`config.mk`:
```
export PLATFORM = sky130hd
export DESIGN_NAME = ddr5_cmd_issuer
export DESIGN_NICKNAME = d
export VERILOG_FILES = /design/src/rtl/ddr5_cmd_issuer.sv
export SDC_FILE = /design/constraint.sdc
export NUM_CORES = 1
export LEC_CHECK = 0
export ABC_AREA = 1
export CAP_MARGIN = 20
export CORE_MARGIN = 1
export CORE_UTILIZATION = 40
export DETAILED_ROUTE_END_ITERATION = 12
export PLACE_DENSITY = 0.72
export SKIP_CTS_REPAIR_TIMING = 1
export SYNTH_ARGS = -nofsm -noshare
export SYNTH_HDL_FRONTEND = slang
export SYNTH_SLANG_ARGS = --single-unit
```
`constraint.sdc`:
```
create_clock -name clk -period 5.12 [get_ports clk]
set_input_delay 0.768 -clock clk [delete_from_list [all_inputs] [get_ports clk]]
set_output_delay 0.768 -clock clk [all_outputs]
set_load 0.02 [all_outputs]
```
`src/rtl/ddr5_cmd_issuer.sv`:
```
// Closed-page DDR5 command issuer: one trace request at a time becomes ACT0/ACT1 -> RD/WR pair -> PRE.
// Timing gaps between commands come from a single 8-bit wait down-counter.
//
// state      | meaning
// -----------+-----------------------------------------------
// S_IDLE     | ready for a request, no command
// S_ACT0     | ACT0 on the bus
// S_ACT1     | ACT1 on the bus
// S_WAIT_RCD | waiting out tRCD before the CAS pair
// S_CAS0     | RD0 or WR0 on the bus
// S_CAS1     | RD1 or WR1 on the bus
// S_WAIT_PRE | waiting out tRTP / tWRP before PRE
// S_PRE      | PRE on the bus
// S_WAIT_RP  | waiting out tRP before accepting again
module ddr5_cmd_issuer #(
    parameter int ADDR_WIDTH    = 34,
    parameter int CPU_CYC_WIDTH = 64,
    parameter int CORE_WIDTH    = 4,
    parameter int OPN_WIDTH     = 3,
    parameter int TRCD          = 39,
    parameter int TRTP          = 18,
    parameter int TWRP          = 76,
    parameter int TRP           = 39
) (
    input  logic                     clk,
    input  logic                     rst_n,
    input  logic                     req_valid,
    output logic                     req_ready,
    input  logic [CPU_CYC_WIDTH-1:0] req_cpu_cyc,
    input  logic [CORE_WIDTH-1:0]    req_core,
    input  logic [OPN_WIDTH-1:0]     req_opn,
    input  logic [ADDR_WIDTH-1:0]    req_addr,
    output logic                     cmd_valid,
    output logic [2:0]               cmd_code,
    output logic                     cmd_ch,
    output logic [2:0]               cmd_bg,
    output logic [1:0]               cmd_ba,
    output logic [15:0]              cmd_row,
    output logic [9:0]               cmd_col,
    output logic [CORE_WIDTH-1:0]    cmd_core,
    output logic [CPU_CYC_WIDTH-1:0] cmd_cyc,
    output logic                     busy,
    output logic                     err_opn
);

    typedef enum logic [3:0] {
        S_IDLE, S_ACT0, S_ACT1, S_WAIT_RCD, S_CAS0, S_CAS1, S_WAIT_PRE, S_PRE, S_WAIT_RP
    } state_t;

    localparam logic [2:0] C_NOP = 3'd0, C_ACT0 = 3'd1, C_ACT1 = 3'd2, C_RD0 = 3'd3,
                           C_RD1 = 3'd4, C_WR0 = 3'd5, C_WR1 = 3'd6, C_PRE = 3'd7;

    // Wait states cover gap-2 cycles; the counter runs load..0 inclusive, hence gap-3.
    localparam logic [7:0] RCD_LOAD = 8'(TRCD - 3);
    localparam logic [7:0] RTP_LOAD = 8'(TRTP - 3);
    localparam logic [7:0] WRP_LOAD = 8'(TWRP - 3);
    localparam logic [7:0] RP_LOAD  = 8'(TRP - 3);
    localparam logic [CPU_CYC_WIDTH-1:0] CYC_ONE = 1;

    state_t     state;
    logic [7:0] wait_cnt;
    logic       is_wr;

    logic       opn_legal;
    logic [7:0] pre_load;
    logic       pre_short;

    assign opn_legal = (req_opn <= OPN_WIDTH'(2));
    assign pre_load  = is_wr ? WRP_LOAD : RTP_LOAD;
    assign pre_short = is_wr ? (TWRP <= 2) : (TRTP <= 2);

    // Request timestamp and byte offset carry no meaning for command generation.
    logic unused_ok;
    assign unused_ok = ^{req_cpu_cyc, req_addr[1:0]};

    always_ff @(posedge clk or negedge rst_n) begin
        if (!rst_n) begin
            state     <= S_IDLE;
            wait_cnt  <= 8'd0;
            is_wr     <= 1'b0;
            req_ready <= 1'b1;
            cmd_valid <= 1'b0;
            cmd_code  <= C_NOP;
            cmd_ch    <= 1'b0;
            cmd_bg    <= 3'd0;
            cmd_ba    <= 2'd0;
            cmd_row   <= 16'd0;
            cmd_col   <= 10'd0;
            cmd_core  <= '0;
            cmd_cyc   <= '0;
            busy      <= 1'b0;
            err_opn   <= 1'b0;
        end else begin
            cmd_cyc   <= cmd_cyc + CYC_ONE;
            err_opn   <= 1'b0;
            cmd_valid <= 1'b0;
            cmd_code  <= C_NOP;
            case (state)
                S_IDLE: begin
                    if (req_valid && req_ready) begin
                        if (opn_legal) begin
                            cmd_row   <= req_addr[33:18];
                            cmd_col   <= {req_addr[17:12], req_addr[5:2]};
                            cmd_ba    <= req_addr[11:10];
                            cmd_bg    <= req_addr[9:7];
                            cmd_ch    <= req_addr[6];
                            cmd_core  <= req_core;
                            is_wr     <= (req_opn == OPN_WIDTH'(1));
                            state     <= S_ACT0;
                            cmd_valid <= 1'b1;
                            cmd_code  <= C_ACT0;
                            req_ready <= 1'b0;
                            busy      <= 1'b1;
                        end else begin
                            err_opn   <= 1'b1;
                        end
                    end
                end
                S_ACT0: begin
                    state     <= S_ACT1;
                    cmd_valid <= 1'b1;
                    cmd_code  <= C_ACT1;
                end
                S_ACT1, S_WAIT_RCD: begin
                    if ((state == S_ACT1 && TRCD <= 2) || (state == S_WAIT_RCD && wait_cnt == 8'd0)) begin
                        state     <= S_CAS0;
                        cmd_valid <= 1'b1;
                        cmd_code  <= is_wr ? C_WR0 : C_RD0;
                    end else if (state == S_ACT1) begin
                        state    <= S_WAIT_RCD;
                        wait_cnt <= RCD_LOAD;
                    end else begin
                        wait_cnt <= wait_cnt - 8'd1;
                    end
                end
                S_CAS0: begin
                    state     <= S_CAS1;
                    cmd_valid <= 1'b1;
                    cmd_code  <= is_wr ? C_WR1 : C_RD1;
                end
                S_CAS1, S_WAIT_PRE: begin
                    if ((state == S_CAS1 && pre_short) || (state == S_WAIT_PRE && wait_cnt == 8'd0)) begin
                        state     <= S_PRE;
                        cmd_valid <= 1'b1;
                        cmd_code  <= C_PRE;
                    end else if (state == S_CAS1) begin
                        state    <= S_WAIT_PRE;
                        wait_cnt <= pre_load;
                    end else begin
                        wait_cnt <= wait_cnt - 8'd1;
                    end
                end
                S_PRE, S_WAIT_RP: begin
                    if ((state == S_PRE && TRP <= 2) || (state == S_WAIT_RP && wait_cnt == 8'd0)) begin
                        state     <= S_IDLE;
                        req_ready <= 1'b1;
                        busy      <= 1'b0;
                    end else if (state == S_PRE) begin
                        state    <= S_WAIT_RP;
                        wait_cnt <= RP_LOAD;
                    end else begin
                        wait_cnt <= wait_cnt - 8'd1;
                    end
                end
                default: begin
                    state     <= S_IDLE;
                    req_ready <= 1'b1;
                    busy      <= 1'b0;
                end
            endcase
        end
    end

endmodule

```
==> metrics.md <==
| Metric | Value |
|---|---|
| Status | finished clean |
| CTS tree | built |
| Most frequent cells in the layout | 296 x nand2_1, 147 x clkdlybuf4s50_1, 119 x dfrtp_1 |
| Skew-Pair Late Insertion Delay | about 0.43 ns |
| Pwr dens | 248.5 nW/um2 |
| DRC violations left | 0 |
| Clk network pwr share | 0.536 |
| Peak VDD IR | ~0.25 mV |
| Pins Over Slew Limit | 0 |
| RSZ-0062 raised after global routing | false |
| Full die area | about 17000 um2 |
| Iteration-0 DRC count of the detailed router | 515 |
| Switching share of power | 0.2240 |
| Critical Path Max Stage Delay | around 0.48 ns |
| Final hold slack | ~0.27 ns |
| Worst path required time | ~5.4 ns |
| CP Class | in -> reg |
| CP Capture Type | flop |
| Most common cell after layout, fill and taps aside | nand2_1 |
| Max Root-Sink Buffers | 2 |
| Power, Total | approximately 2.2 mW |
| Pre-CTS WS | 2.217 ns |
| Gr usage total | 0.2405 |
| Comb power frac | 0.024 |
| Post-synth ARST share | 1.000 |
| Post-synth EDFFs | 0 |
| Syn nets | 940 |
| Max-cap violation count | 0 |
| Synth Cell Area | about 6400 um2 |
| Worst setup SP type | input pin |
| Layout fillers | roughly 1.4k |
| Ports | 215 |
| Lkg Pwr | 4.026 nW |
| Slowest-stage cell, CP | nor2_8 |
| # rows | 45 |
| Die height | between 100 and 150 um |
| Reg power frac | 0.440 |
| Final GP Congestion | roughly 0.94 |
| Worst-Margin Slew | 0.7023 ns |
| Total core area | between 15000 and 20000 um2 |
| Worst path most repeated cell | nand2_1 |
| Drt total wl | ~18000 um |
| CP Launch Point | req_opn[0] |
| Register area share after synthesis | 0.4692 |
| Worst slew margin | 0.5318 |
| ANT cells | 0 |
| Max FO, Critical Path | 39 |
| Clock Skew | roughly 0.013 ns |
| FF+latch count, synth | 120 |
| Internal power | roughly 1.7 mW |
| Buffers plus inverters on the worst setup path | 2 |
| Share of layout cells above drive strength 1 | 0.07171 |
| Pin count of the biggest net entering global routing | 59 |
| HPWL after DPL | between 10000 and 15000 um |
| Total grt overflow | 0 |
| Antenna viol nets, final | 0 |
| Fin crit period | approximately 2.5 ns |
| Port Buffers | between 100 and 150 |
| Total number of vias | 6024 |
| H-tree levels | 4 |
| Vias per cell | just under 5 |
| Tcrit/Tclk final | 0.4799 |
| Clock Root Buffer | clkbuf_16 |
| Fin Setup TNS | 0 ns |
| Initial antenna violation count | 0 |
| Critical path arrival | 2.77 ns |
| Pre-antenna DRT Iters | 6 |
| First-pass GRT wire length | approximately 30000 um |
| Hold Path Class | in -> async |
| Post-layout nets | roughly 1.1k |
| Top_reg_cell synth | dfrtp_1 |
| Setup-failing EPs final | 0 |
| Layout Area Growth over Synthesis | 35.53% |
| Initial Util | 0.4150 |
| DIE WIDTH | around 130 um |
| TritonCTS buffer count | 17 |
| Cells after synthesis | slightly above 800 |
| Final Util | 0.5624 |
| Vias in the first global route | approximately 6k |
| Multi-input logic area | about 3000 um2 |
| Crit-path cells | clkdlybuf4s50_1 -> a21oi_1 -> nand3_1 -> nor2_8 -> inv_2 -> nand2_1 -> nand2_1 |
| Num Clock Sinks | between 100 and 150 |
| Register Area | about 3000 um2 |
| Yosys warnings | 0 |
| Hold Fails Final Rpt | 0 |
| Syn avg cell area | between 7 and 8 um2 |
| Fin worst setup slack | about 2.7 ns |
| Critical R2R Launch | cmd_cyc[0]$_DFF_PN0_ |
| Worst-path clk slew | around 0.060 ns |
| Net Sw Power | 0.4831 mW |
| Yosys cell types | 33 |
| Max frequency | between 400 and 500 MHz |
| CP top delay family | simple AND/OR/NAND/NOR gates |
| WL/cell | 15.21 um |
==> cell usage after synthesis, types with 4 or more instances <==
master	count	area [um2]
nor2_4	7	78.83
o21ai_0	10	50.05
xnor2_1	17	148.9
nand3_1	53	265.3
nand3b_1	5	37.54
nand2_2	7	43.79
dfrtp_1	119	2978
inv_1	82	307.8
nor3_1	29	145.1
nand4_1	34	212.7
buf_2	4	20.02
nand2_1	296	1111
xor2_1	34	297.8
nor2_2	7	43.79
inv_2	5	18.77
nor2_1	92	345.3
==> cell type report <==
class                   instances  area share
well taps                     211     0.03043
flip-flops and latches        120      0.3462
clock buffers                  20     0.05263
clock inverters                12     0.01355
inverters                      87     0.03764
multi-input cells             615      0.3474
repair buffers                150      0.1722
==> state kept, by name (all words and copies together) (netlist names), 2 cells and up <==
register  flops
cmd_ba        2
cmd_bg        3
cmd_code      3
cmd_col      10
cmd_core      4
cmd_cyc      64
cmd_row      16
state         4
wait_cnt      8
==> stage by stage <==
stage	area, um2	instances
finish	8677	1215
CTS	8677	1215
global placement	8103	1183
detailed placement	8103	1183
global route	8677	1215
floorplan	6402	830
==> logic make-up after synthesis <==
| kind of cell | count (synthesis) | share of synthesized area |
|---|---|---|
| compound gates | 16 | 0.01368 |
| xor+xnor | 51 | 0.06977 |
| flops | 120 | 0.4692 |
| buf+inv | 95 | 0.06000 |
| simple gates | 546 | 0.3834 |
| fa+ha+maj | 2 | 0.003908 |
==> path summary, 6_finish.rpt <==
check | cells past startpoint | endpoint | slack [ns]
worst min register to register | 2 | cmd_row[1]$_DFFE_PN0P_ | 0.47
max in group asynchronous | 2 | state[3]$_DFFE_PN0P_ | 3.80
min in group clk | 2 | cmd_row[1]$_DFFE_PN0P_ | 0.47
worst max register to register | 9 | cmd_cyc[44]$_DFF_PN0_ | 2.92
worst max-delay path | 7 | cmd_row[7]$_DFFE_PN0P_ | 2.66
worst min-delay path | 1 | cmd_cyc[41]$_DFF_PN0_ | 0.27
==> metal layers <==
| layer | up-vias | part of all wire | track usage |
|---|---|---|---|
| met4 | 0 | 0.023 | 0.09827 |
| met5 | - | 0 | 0 |
| li1 | 2958 | - | - |
| met1 | 2805 | 0.44 | 0.3201 |
| met3 | 31 | 0.073 | 0.06112 |
| met2 | 230 | 0.46 | 0.3742 |
==> power groups by stage <==
stage	registers, mW	clock network [mW]	logic (mW)
after floorplan	0.966	0	0.00124
after global placement	0.966	0	0.0535
after detailed placement	0.966	0	0.0535
after CTS	0.949	1.18	0.0535
after global routing	0.948	1.22	0.0580
final	0.949	1.16	0.0517
No activity file was read; power rests on OpenSTA's default activity.
==> patch 1: new RTL, same flow settings <==
Register the output `err_opn` once more, without a reset; this adds one clock of latency there. The other outputs are not delayed to match.
--- a/src/rtl/ddr5_cmd_issuer.sv
+++ b/src/rtl/ddr5_cmd_issuer.sv
@@ -59,2 +59,4 @@
 
+    logic err_opn_s0;
+
     state_t     state;
@@ -91,6 +93,6 @@
             busy      <= 1'b0;
-            err_opn   <= 1'b0;
+            err_opn_s0 <= 1'b0;
         end else begin
             cmd_cyc   <= cmd_cyc + CYC_ONE;
-            err_opn   <= 1'b0;
+            err_opn_s0 <= 1'b0;
             cmd_valid <= 1'b0;
@@ -114,3 +116,3 @@
                         end else begin
-                            err_opn   <= 1'b1;
+                            err_opn_s0 <= 1'b1;
                         end
@@ -173,2 +175,6 @@
 
+    always_ff @(posedge clk) begin
+        err_opn <= err_opn_s0;
+    end
+
 endmodule
Behaviour: not the same (Yosys sat finds a counterexample within 4 cycles, from zero or initial values and one cycle with rst_n low).
==> patch 1 against the unedited design <==
- routed wire length decreased by 0.30%
- register-to-register slack improved by 20 ps
- design area increased by 1.1%
- non-clock buffer count unchanged
- global-route usage decreased by 0.14 points
- die area increased by 0.30%
- sequential cell count increased by 1
- combinational power increased by 4%
- worst setup slack improved by 3.7 ps
- synthesized area increased by 0.31%
- synthesized cell count increased by 0.12%
- power increased by 6.2%
- highest routed layer unchanged
==> patch 1: results (changes against the unedited design) <==
status finished clean; Compound-Gate Fraction of Synth Area 1.364% (-0.0043 points); clock buffer depth 2 (unchanged); Lkg Pwr 4.071 nW (+1.1%); TritonCTS Buffers 17 (unchanged); clock-pin slew on the worst setup and hold paths 60 ps (about the same); Netlist cell types 34 (+3.0%); Seq group 0.957 mW (+0.8%); All-Layer GR Usage 23.91% (-0.14 points); FFs w/ async S/R, synth 99.17% (-0.83 points); via count 5996 (-0.46%); top post-synthesis cells by area dfrtp_1 46%, nand2_1 17%, nor2_1 5.4%; switching power total 0.4855 mW (+0.50%); PortBufs 148 (unchanged); share of post-route cells with drive strength above 1 7.065% (-0.11 points); YS warnings 0 (unchanged); clk root buf clkbuf_16; CP arrival 2760 ps (about the same); first-pass GRT wire length 29.91 mm (-0.48%); htree depth 4 (unchanged); post-synthesis mux area share 0% (unchanged); register area share after synthesis 47.09% (+0.17 points); Most used DFF post-synth dfrtp_1; R2R depth 8 (-1); largest fanout on the critical path 39 (unchanged); Final Skew 22.90 ps (+9.610 ps); combinational power share 2.3%; Post-synth top cells 296 x nand2_1, 119 x dfrtp_1, 92 x nor2_1, 82 x inv_1, 53 x nand3_1; VDD IR max 0.2069 mV (-19%); DPL Wire Length 13.95 mm (-1.8%); Syn Nets 941 (+0.11%); DRT iter0 DRCs 431 (-16%); pin count of the biggest net entering global routing 82 (+39%); Worst-Skew Late Latency 430 ps (about the same); slew margin rel. 56.25% (+3.1 points); Placer Congestion 0.9504 (+1.4%); Adder-Cell Fraction of Synth Area 0.3896% (-0.0012 points); Ant. Diodes 0 (unchanged); vias in the first global route 5940 (+0.81%); HP Class in2async; XOR/XNOR share of the synthesized area 6.955% (-0.022 points); Net count, final 1102 (+0.091%); largest area contributor in the netlist dfrtp_1; DR WL/cell 15.15 um (-0.39%); initial antenna violation count 0 (unchanged); DRT Pass-1 Iters 5 (-1); Largest regs cmd_cyc: 64 flops, cmd_row: 16 flops, cmd_col: 10 flops
[patch 1: logic make-up after synthesis]
kind of cell,count (synthesis)
AOI/OAI and AO/OA,16
xor gates and xnor gates,51
adders and majority gates,2
buffers and inverters,95
DFF,121
and+or+nand+nor,546
[patch 1: area by class of cell]
class / instances / area (sq um)
tap: 211 / 264.0
clock buffer: 19 / 432.9
inverter: 87 / 326.6
sequential: 121 / 3024
multi-input combinational: 615 / 3014
clock inverter: 13 / 192.7
fill: 1447 / 6659
timing repair buffer: 150 / 1514
[patch 1: per-stage QoR]
step	power (mW)	cells	hold slack, ps	setup WS (ps)	cell area, sq um
after global placement	1.026	1183	329.7	2235	8115
after detailed placement	1.026	1183	326.9	2201	8115
after floorplan	0.9752	831	324.2	3292	6422
after CTS	2.303	1215	337.5	2647	8741
after global routing	2.355	1216	251.6	2416	8768
final	2.291	1216	239.5	2667	8768
[patch 1: routing by layer]
layer | share of wire (%) | up-vias | GRT usage [%]
li1 | - | 2948 | -
met1 | 45 | 2799 | 31.75
met2 | 45 | 206 | 36.53
met3 | 6.6 | 43 | 5.738
met4 | 3.5 | 0 | 12.04
met5 | 0 | - | 0
[patch 1: worst max-delay path, cell delays in order]
cell             delay (ps)
clkdlybuf4s50_1         420
a21oi_1                 180
nand3_1                 270
nor2_8                  480
inv_2                   410
nand2_1                 160
nand2_1                  70
[patch 1: path summary, 6_finish.rpt]
path | from | to | slack (ps)
max | req_opn[0] | cmd_row[4] | 2670
min | rst_n | wait_cnt[7] | 240
max reg2reg | state[2] | cmd_row[4] | 2940
min reg2reg | err_opn_s0 | err_opn | 340
max in group asynchronous | rst_n | cmd_col[2] | 3720
min in group clk | err_opn_s0 | err_opn | 340
==> patch 2: new RTL, same settings <==
Without the edit above. `CORE_WIDTH`: 4 -> 3.
--- a/src/rtl/ddr5_cmd_issuer.sv
+++ b/src/rtl/ddr5_cmd_issuer.sv
@@ -17,3 +17,3 @@
     parameter int CPU_CYC_WIDTH = 64,
-    parameter int CORE_WIDTH    = 4,
+    parameter int CORE_WIDTH    = 3,
     parameter int OPN_WIDTH     = 3,
Interface: changed (resized cmd_core and req_core); port bits go from 215 to 213. No check against the original RTL was run, so the function may have changed too.
==> patch 2 against the unedited design <==
- the run now ends with DRC left
- design area down 3.0%
- power down 1.2%
- worst setup slack worse by 140 ps
- sequential cell count down 1
- routed wire length down 2.6%
- utilization down 0.68 points
- hold slack better by 130 ps
- synthesized area down 3.3%
- fmax down 5.3%
==> patch 2: results (changes against the unedited design) <==
status finished, violations left; failing checks DRC; Routed met2 length 7.958 mm (-6.3%); Comb group 0.0518 mW (about the same); DP Worst Slack 2095 ps (-121.6 ps); dpl cell area 7855 sq um (-3.1%); R2R Setup Slk 2720 ps (-200 ps); register area share after synthesis 48.13% (+1.2 points); Post-synth top cells 306 x nand2_1, 118 x dfrtp_1, 99 x nor2_1, 68 x inv_1, 39 x nand3_1; critical path's largest stage delay 620 ps (+140 ps); switching power total 0.5225 mW (+8.1%); VDD IR max 0.2330 mV (-8.5%); DPL Wire Length 13.77 mm (-3.1%); routing usage on met1 32.66% (+0.65 points); Netlist cell types 36 (+9.1%); R2R depth 6 (-3); PortBufs 146 (-1.4%); worst slew pin tran 815.6 ps (+113.3 ps); CP max-delay cell nor2_4; DRT iter0 DRCs 429 (-17%); met3 wire length 1.218 mm (-10%); Lkg Pwr 3.795 nW (-5.7%); wl on met1 8.397 mm (+2.2%); M3 GR Usage 5.947% (-0.17 points); Mapped Avg Cell Area 7.718 sq um (about the same); Seq pwr share 44.1% (about the same); largest fanout on the critical path 38 (-2.6%); vias in the first global route 5672 (-3.7%); worst setup path start req_valid; All-Layer GR Usage 24.02% (-0.029 points); DRT Pass-1 Iters 9 (+3); Final Skew 9.450 ps (-3.839 ps); DRC violations left 2 (+2)
[patch 2: cells by family after synthesis]
logic type / Yosys count
adder cells (fa/ha/maj): 2
buffers and inverters: 82
AO/OA/AOI/OAI: 24
flip-flops: 119
XOR/XNOR: 49
AND/OR/NAND/NOR: 526
[patch 2: worst max-delay path: cells and delay by family]
kind	cells	cell delay (ps)
simple gates	5	1060
buf+inv	3	1050
[patch 2: worst max path at each step]
| stage | endpoint | slack [ps] | cells past startpoint |
|---|---|---|---|
| floorplan | cmd_bg[2] | 3370 | 10 |
| global placement | is_wr | 2070 | 7 |
| detailed placement | cmd_col[6] | 2100 | 8 |
| CTS | cmd_row[8] | 2490 | 8 |
| global route | cmd_core[1] | 2300 | 8 |
| finish | cmd_row[8] | 2530 | 8 |
[patch 2: layout make-up]
class / instances / share of cell area (%)
multi-input combinational: 601 / 34.33
clock buffer: 17 / 5.055
inverter: 74 / 3.301
sequential: 119 / 35.40
clock inverter: 15 / 1.606
tap: 188 / 2.795
timing repair buffer: 148 / 17.51
